### config.mk
export PLATFORM = sky130hd
export DESIGN_NAME = mdu_iterative
export DESIGN_NICKNAME = d
export VERILOG_FILES = /design/src/rtl/mdu_iterative.sv
export SDC_FILE = /design/constraint.sdc
export NUM_CORES = 1
export LEC_CHECK = 0
export CORE_ASPECT_RATIO = 0.7
export CORE_MARGIN = 2
export CORE_UTILIZATION = 55
export CTS_BUF_LIST = sky130_fd_sc_hd__clkbuf_4
export CTS_CLUSTER_SIZE = 24
export DETAILED_ROUTE_END_ITERATION = 8
export HOLD_SLACK_MARGIN = 0.02
export PLACE_DENSITY = 0.78
export SYNTH_ARGS = -nofsm -noshare
export SYNTH_HDL_FRONTEND = slang
export SYNTH_SLANG_ARGS = --single-unit
### constraint.sdc
create_clock -name clk -period 4.7 [get_ports clk]
set_input_delay 0.705 -clock clk [delete_from_list [all_inputs] [get_ports clk]]
set_output_delay 0.705 -clock clk [all_outputs]
set_load 0.01 [all_outputs]
### src/rtl/mdu_iterative.sv
// Iterative RV32M multiply/divide unit.
// Radix-2 shift-add multiply and restoring divide, one bit per clock.
module mdu_iterative #(
  parameter int XLEN = 32
) (
  input  logic            clk,
  input  logic            rst,
  input  logic            start,
  input  logic            flush,
  input  logic [2:0]      op,
  input  logic [XLEN-1:0] rs1_val,
  input  logic [XLEN-1:0] rs2_val,
  input  logic [4:0]      rd_in,
  output logic            busy,
  output logic            done,
  output logic [XLEN-1:0] result,
  output logic [4:0]      rd_out,
  output logic            we
);

  localparam int CW = $clog2(XLEN) + 1;

  typedef enum logic [1:0] {
    S_IDLE = 2'd0,
    S_CALC = 2'd1,
    S_DONE = 2'd2
  } state_t;

  state_t          state_q, state_d;
  logic [CW-1:0]   cnt_q, cnt_d;
  logic [2:0]      op_q, op_d;
  logic [4:0]      rd_q, rd_d;
  logic            neg_q, neg_d;
  logic [XLEN-1:0] hi_q, hi_d;
  logic [XLEN-1:0] lo_q, lo_d;
  logic [XLEN-1:0] b_q, b_d;
  logic [XLEN-1:0] res_q, res_d;

  logic            accept;
  logic            last_iter;
  logic            is_div;
  logic            sgn_a, sgn_b;
  logic            sa, sb;
  logic [XLEN-1:0] mag_a, mag_b;
  logic            div_zero;
  logic            div_ovf;
  logic            special;
  logic [XLEN-1:0] special_res;
  logic [XLEN:0]   msum;
  logic [XLEN:0]   drem;
  logic [XLEN:0]   ddiff;
  logic [XLEN-1:0] hi_n, lo_n;
  logic [2*XLEN-1:0] full;
  logic [XLEN-1:0] dval;
  logic [XLEN-1:0] fin_res;

  assign accept    = (state_q == S_IDLE) && start && !flush;
  assign last_iter = (cnt_q == CW'(XLEN - 1));

  // Operand preparation: signedness, magnitudes and special cases.
  always_comb begin
    is_div = op[2];
    sgn_a  = !(op == 3'd3 || op == 3'd5 || op == 3'd7);
    sgn_b  = (op == 3'd0 || op == 3'd1 || op == 3'd4 || op == 3'd6);
    sa     = sgn_a && rs1_val[XLEN-1];
    sb     = sgn_b && rs2_val[XLEN-1];
    mag_a  = sa ? -rs1_val : rs1_val;
    mag_b  = sb ? -rs2_val : rs2_val;
    div_zero = is_div && (rs2_val == '0);
    div_ovf  = (op == 3'd4 || op == 3'd6)
             && (rs1_val == {1'b1, {(XLEN-1){1'b0}}})
             && (rs2_val == '1);
    special  = div_zero || div_ovf;
    special_res = '0;
    if (div_zero)
      special_res = op[1] ? rs1_val : '1;
    else if (div_ovf)
      special_res = op[1] ? '0 : {1'b1, {(XLEN-1){1'b0}}};
  end

  // One iteration of multiply or divide plus final sign correction.
  always_comb begin
    msum  = {1'b0, hi_q} + (lo_q[0] ? {1'b0, b_q} : '0);
    drem  = {hi_q, lo_q[XLEN-1]};
    ddiff = drem - {1'b0, b_q};
    hi_n  = '0;
    lo_n  = '0;
    if (op_q[2]) begin
      if (!ddiff[XLEN]) begin
        hi_n = ddiff[XLEN-1:0];
        lo_n = {lo_q[XLEN-2:0], 1'b1};
      end else begin
        hi_n = drem[XLEN-1:0];
        lo_n = {lo_q[XLEN-2:0], 1'b0};
      end
    end else begin
      hi_n = msum[XLEN:1];
      lo_n = {msum[0], lo_q[XLEN-1:1]};
    end
    full = {hi_n, lo_n};
    if (neg_q)
      full = -full;
    dval = op_q[1] ? hi_n : lo_n;
    if (neg_q)
      dval = -dval;
    if (op_q[2])
      fin_res = dval;
    else if (op_q == 3'd0)
      fin_res = full[XLEN-1:0];
    else
      fin_res = full[2*XLEN-1:XLEN];
  end

  // Next-state logic.
  always_comb begin
    state_d = state_q;
    unique case (state_q)
      S_IDLE: if (accept) state_d = special ? S_DONE : S_CALC;
      S_CALC: begin
        if (flush)          state_d = S_IDLE;
        else if (last_iter) state_d = S_DONE;
      end
      S_DONE: state_d = S_IDLE;
      default: state_d = S_IDLE;
    endcase
  end

  // Datapath register updates.
  always_comb begin
    cnt_d = cnt_q;
    op_d  = op_q;
    rd_d  = rd_q;
    neg_d = neg_q;
    hi_d  = hi_q;
    lo_d  = lo_q;
    b_d   = b_q;
    res_d = res_q;
    if (accept) begin
      cnt_d = '0;
      op_d  = op;
      rd_d  = rd_in;
      neg_d = (is_div && op[1]) ? sa : (sa ^ sb);
      hi_d  = '0;
      lo_d  = is_div ? mag_a : mag_b;
      b_d   = is_div ? mag_b : mag_a;
      if (special)
        res_d = special_res;
    end else if (state_q == S_CALC && !flush) begin
      cnt_d = cnt_q + 1'b1;
      hi_d  = hi_n;
      lo_d  = lo_n;
      if (last_iter)
        res_d = fin_res;
    end
  end

  // State and datapath registers.
  always_ff @(posedge clk) begin
    if (rst) begin
      state_q <= S_IDLE;
      cnt_q   <= '0;
      op_q    <= '0;
      rd_q    <= '0;
      neg_q   <= 1'b0;
      hi_q    <= '0;
      lo_q    <= '0;
      b_q     <= '0;
      res_q   <= '0;
    end else begin
      state_q <= (flush && state_q != S_IDLE) ? S_IDLE : state_d;
      cnt_q   <= cnt_d;
      op_q    <= op_d;
      rd_q    <= rd_d;
      neg_q   <= neg_d;
      hi_q    <= hi_d;
      lo_q    <= lo_d;
      b_q     <= b_d;
      res_q   <= res_d;
    end
  end

  // Outputs decoded from state.
  always_comb begin
    busy   = (state_q != S_IDLE);
    done   = (state_q == S_DONE);
    we     = done && (rd_q != 5'd0);
    result = res_q;
    rd_out = rd_q;
  end

endmodule
# [Yosys cells after proc, flatten, opt, wreduce, memory -nomap -nowiden]
# Cells that the tools add are included.
[classes] muxes=30 bitwise_logic=1 eq_ne=14 add_sub_neg=7 n_reduce_logical=32
[ops] operator="$mux 32" count=22
[ops] operator="$neg 32->32" count=3
[ops] operator="$eq 32x32->1 const B" count=2
[ops] operator="$mux 64" count=1
[ops] operator="$neg 64->64" count=1
[ops] operator="$add 32x32->33" count=1
[ops] operator="$sub 33x32->33" count=1
[ops] operator="$logic_not 32->1" count=1
[ops] operator="$eq 3x3->1 const B" count=4
[ops] operator="$logic_and 1x1->1" count=11
[ops] operator="$mux 2" count=4
[ops] operator="$logic_or 1x1->1" count=7
[ops] operator="$add 6x1->6 const B" count=1
[ops] operator="$eq 6x5->1 const B" count=1
[ops] operator="$logic_not 3->1" count=2
[ops] operator="$reduce_bool 2->1" count=3
[ops] operator="$reduce_bool 5->1" count=1
[ops] operator="$pmux 2 s2" count=1
[ops] operator="$reduce_or 2->1" count=2
[ops] operator="$eq 3x1->1 const B" count=1
[ops] operator="$eq 3x2->1 const B" count=1
[ops] operator="$ne 3x3->1 const B" count=1
[ops] operator="$reduce_and 3->1" count=1
[ops] operator="$eq 2x1->1 const B" count=1
[ops] operator="other kinds (8)" count=10
[word_totals] word_cells=93 input_bits=76 output_inout_bits=40 reg_bits=145

# [Depth between registers and ports, before layout]
[logic_depth] ltp_word=10 mapped_depth=25 ltp_nobuf=24

# [Worst setup path after synthesis]
# Ideal clock, no wire load.
[synth_timing] path_kind="register to register" start="register lo_q[31]" end="register res_q[30] (netlist: result[30])" path_stages_with_launch=26 slack_ns=-0.496 setup_time_ns=0.144 t_required_ns=4.556 t_arrival_ns=5.051 path_buffers=1 synth_period_minus_slack_ns=5.196 path_cell_list="dfxtp_1 -> inv_1 -> ha_1 -> inv_1 -> fa_1 -> a211oi_1 -> o211ai_1 -> and2_1 -> o2111ai_2 -> a211o_1 -> buf_6 -> nor2_1 -> a21oi_1 -> ha_1 -> o21a_1 -> nand2_1 -> nor2_1 -> nand4_1 -> nor2_1 -> nand4_1 -> nor2_1 -> nand4_1 -> o31ai_1 -> xor2_1 -> a2111oi_0 -> a2111oi_2"
[synth_between] elab_chain_len=10 word_cells_on_any_way=15 classes_between="add/sub (3); mux (12)"
[synth_lines] item="from (decl)" line_no="35" text="logic [XLEN-1:0] lo_q, lo_d;"
[synth_lines] item="from (signal assigned)" line_no="176" text="lo_q <= lo_d;"
[synth_lines] item="$sub 33x32->33" line_no="85" text="ddiff = drem - {1'b0, b_q};"
[synth_lines] item="$mux 1 / $mux 32 (equally long branches)" line_no="89" text="if (!ddiff[XLEN]) begin"
[synth_lines] item="$mux 32" line_no="88" text="if (op_q[2]) begin"
[synth_lines] item="$neg 64->64 / $mux 32 (equally long branches)" line_no="102, 103"
[synth_lines] item="$mux 64 / $neg 32->32 (equally long branches)" line_no="101, 105"
[synth_lines] item="$mux 32, on equally long branches" line_no="108, 104"
[synth_lines] item="$mux 32 *" line_no="106" text="if (op_q[2])"
[synth_lines] item="$mux 32 *" line_no="152" text="if (last_iter)"
[synth_lines] item="$mux 32 *" line_no="148" text="end else if (state_q == S_CALC && !flush) begin"
[synth_lines] item="$mux 32 *" line_no="138" text="if (accept) begin"
[synth_lines] item="to (signal assigned)" line_no="178" text="res_q <= res_d;"
[synth_lines] item="to (decl)" line_no="37" text="logic [XLEN-1:0] res_q, res_d;"
# Mark *: on every way between the ends. The rest lies on a longest branch, timed or not. The select of a mux whose other input is x is not followed.
# A chain may end at the register's enable or synchronous reset.

# [Final worst setup path]
# Ends and elaborated chain as after synthesis.

==> results.sh <==
export IMPL_status="finished with violations"
export IMPL_violations="negative setup slack"
export IMPL_final_setup_viol_count=22
export IMPL_fillers=2395
export IMPL_gp_congestion=1.11
export IMPL_synth_edf_count=0
export IMPL_worst_slew_pin_slew_ns=1.08
export IMPL_cts_clk_slew_worst_paths_ns=0.16
export IMPL_timing_rr_start="lo_q[31]"
export IMPL_p_sw_uw=2330
export IMPL_grt_pass1_vias=20400
export IMPL_cp_arrival_ns=5.58
export IMPL_dieArea_sq_um=32200
export IMPL_finClkSkew_ns=0.0435
export IMPL_slew_viol_final=0
export IMPL_final_cell_mix="buf_4, nor2_1, nand2_1, a21oi_1, dfxtp_1"
export IMPL_min_period_ns=4.98
export IMPL_final_common_cell="buf_4"
export IMPL_syn_inst=2452
export IMPL_crit_end="result[30]"
export IMPL_syn_nets=2600
export IMPL_antenna_found_initial=2
export IMPL_synthDistinctLibCells=104
export IMPL_die_width_microns=214
export IMPL_crit_path_end_kind="register"
export IMPL_worstReg2RegEnd="result[30]"
export IMPL_wl_per_cell_microns=24.7
export IMPL_initial_core_util=0.561
export IMPL_h_tree_depth=4
export IMPL_syn_avg_cell_area_sq_um=6.91
export IMPL_cts_tree="built"
export IMPL_die_y_microns=151
export IMPL_io_pins=116
export IMPL_ys_flop_type="dfxtp_1"
export IMPL_seq_area_sq_um=2920
export IMPL_dp_hpwl_mm=62.0
export IMPL_slowest_stage="or4_4"
export IMPL_synth_seq_cells=145
export IMPL_grt_usage=0.487
export IMPL_worst_slack_ns=-0.283
export IMPL_place_ws_ns=-0.486
export IMPL_finalCritPeriodShare=1.06
export IMPL_rsz0062_at_grt="yes"
export IMPL_p_int_uw=2920
export IMPL_leakage_uw=0.00888
export IMPL_grt_first_pass_wirelength_mm=119
export IMPL_ir_drop_v=0.000199
export IMPL_drt_iter0_markers=3870
export IMPL_route_detailed_drc=0
export IMPL_viasPerCell=6.82
export IMPL_finalHoldViolations=0
export IMPL_fmax_ghz=0.201
export IMPL_grt_max_degree=79
export IMPL_crit_fanout=7
export IMPL_async_flop_share=0
export IMPL_cp_slowest_stage_delay_ns=0.54
export IMPL_timing_slew_headroom=0.281
export IMPL_r2r_cells=21
export IMPL_pwr_density_cell_nw_per_um2=234
export IMPL_start_kind="register"
export IMPL_io_buffers=115
export IMPL_crit_required_ns=5.30
export IMPL_clk_latency_ns=0.70
export IMPL_worst_hold_slack_ns=0.482
export IMPL_first_pass_iters=7
export IMPL_core_area_sq_um=30200
export IMPL_multi_input_area_sq_um=13900
export IMPL_cts_buffers_inserted=17
export IMPL_crit_chain="inv_2 -> ha_4 -> inv_2 -> fa_2 -> a211oi_4 -> o211ai_1 -> and2_4 -> o2111ai_4 -> a211o_1 -> buf_6 -> mux2i_4 -> a21o_1 -> ha_2 -> nand3b_1 -> buf_4 -> nor4_4 -> nand3_2 -> or4_4 -> o41ai_4 -> xor2_1 -> a2111oi_2"
export IMPL_syn_cell_area_sq_um=16900
export IMPL_synthToLayoutAreaGrowth_pct=32.4
export IMPL_yosysSeqAreaShare=0.171
export IMPL_nets=2999
export IMPL_clockBufferDepth=2
export IMPL_fin_tns_setup_ns=-3.03
export IMPL_reg2reg_slack_ns=-0.28
export IMPL_drv_cap=0
export IMPL_ys_warn_count=0
export IMPL_path_class="reg2reg"
export IMPL_std_cell_rows=53
export IMPL_ctsRootBufferMaster="clkbuf_4"
export IMPL_power_frac_seq=0.257
export IMPL_drive_above_1_share=0.228
export IMPL_clock_sinks=145
export IMPL_antenna_left=0
export IMPL_hp_class="reg2reg"
export IMPL_vias=22300
export IMPL_clkPwrFrac=0.202
export IMPL_finalWirelength_mm=81.0
export IMPL_combinationalPowerShare=0.541
export IMPL_power_total_uw=5250
export IMPL_cp_startpoint="lo_q[31]"
export IMPL_grt_overflow_total=0
export IMPL_path_common_cell="inv_2"
export IMPL_swShare=0.444
==> registers in the layout, indices dropped and copies added, names as in the netlist <==
name,cells
rd_out,5
b_q,32
lo_q,32
result,32
cnt_q,6
neg_q,1
hi_q,32
op_q,3
state_q,2
==> cells in the mapped netlist (all sizes together) (23+ instances only) <==
library cell,count,area share
a211oi,71,0.033
a21o,23,0.010
a21oi,250,0.075
a31oi,37,0.015
and2,47,0.017
buf,43,0.013
clkbuf,123,0.027
dfxtp,145,0.17
ha,70,0.052
inv,63,0.014
mux2i,59,0.035
nand2,284,0.063
nand3,61,0.018
nand4,36,0.014
nor2,308,0.068
nor3,81,0.025
nor4,29,0.012
o211ai,82,0.037
o21ai,131,0.039
o31ai,38,0.017
xnor2,84,0.043
xor2,83,0.043
==> through the flow <==
stage	utilization	cells	cell area, sq um
floorplan	-	2452	17000
global placement	0.697	3210	21000
detailed placement	0.697	3210	21000
CTS	0.717	3248	21600
global route	0.743	3276	22400
finish	0.743	3278	22400
==> power groups by stage <==
stage | Combinational (uW) | Clock (uW) | Sequential, uW
6_report | 2840 | 1060 | 1350
2_1_floorplan | 1400 | 0 | 1340
3_3_place_gp | 2370 | 0 | 1370
4_1_cts | 2490 | 1040 | 1340
3_5_place_dp | 2420 | 0 | 1370
5_1_grt | 2960 | 1090 | 1350
==> metal layers <==
metal	wire, microns	GRT usage
met3	11800	0.150
met1	31800	0.660
met4	5220	0.261
met2	32200	0.687
met5	91	0.0172
==> cells by family (layout without fill, tap and decap cells) <==
group / count (synthesis) / after routing / synth area share
adders and majority gates: 72 / 72 / 0.0541
and+or+nand+nor: 954 / 954 / 0.262
xor gates and xnor gates: 167 / 167 / 0.0864
other: 0 / 3 / 0
buffers and inverters: 229 / 640 / 0.0546
AOI/OAI and AO/OA: 801 / 801 / 0.318
DFF: 145 / 145 / 0.171
muxes: 84 / 84 / 0.0537
==> worst min path at each step <==
stage / start / to / cells past startpoint
floorplan: b_q[2] / b_q[2] / 2
global placement: b_q[26] / b_q[26] / 2
detailed placement: rd_out[2] / rd_out[2] / 2
CTS: rd_out[2] / rd_out[2] / 2
global route: rd_out[0] / rd_out[0] / 2
finish: rd_out[2] / rd_out[2] / 2
==> what timing repair did <==
action	in CTS	in global routing
endpoints found under the hold margin	0	0
endpoints found under the setup margin	21	28
setup buffers	7	26
hold buffers	0	0
cloned	0	1
pin swaps	18	59
gates resized for setup	45	110
==> worst max-delay path: cells and delay by family, from the launching register on <==
| family | cells | cell delay (ns) |
|---|---|---|
| adders and majority gates | 3 | 0.70 |
| muxes | 1 | 0.24 |
| buffers and inverters | 4 | 0.44 |
| AOI/OAI and AO/OA | 7 | 1.63 |
| and+or+nand+nor | 5 | 1.42 |
| DFF | 1 | 0.35 |
| xor gates and xnor gates | 1 | 0.12 |
==> final cells by class <==
type                    instances  share of cell area
multi-input cells            2078               0.619
repair buffers                546               0.201
flip-flops and latches        145               0.130
well taps                     412              0.0230
inverters                      63              0.0105
clock inverters                13             0.00932
clock buffers                  18             0.00603
diodes                          3            0.000335
Note: power is estimated with default switching activity, not from simulation.
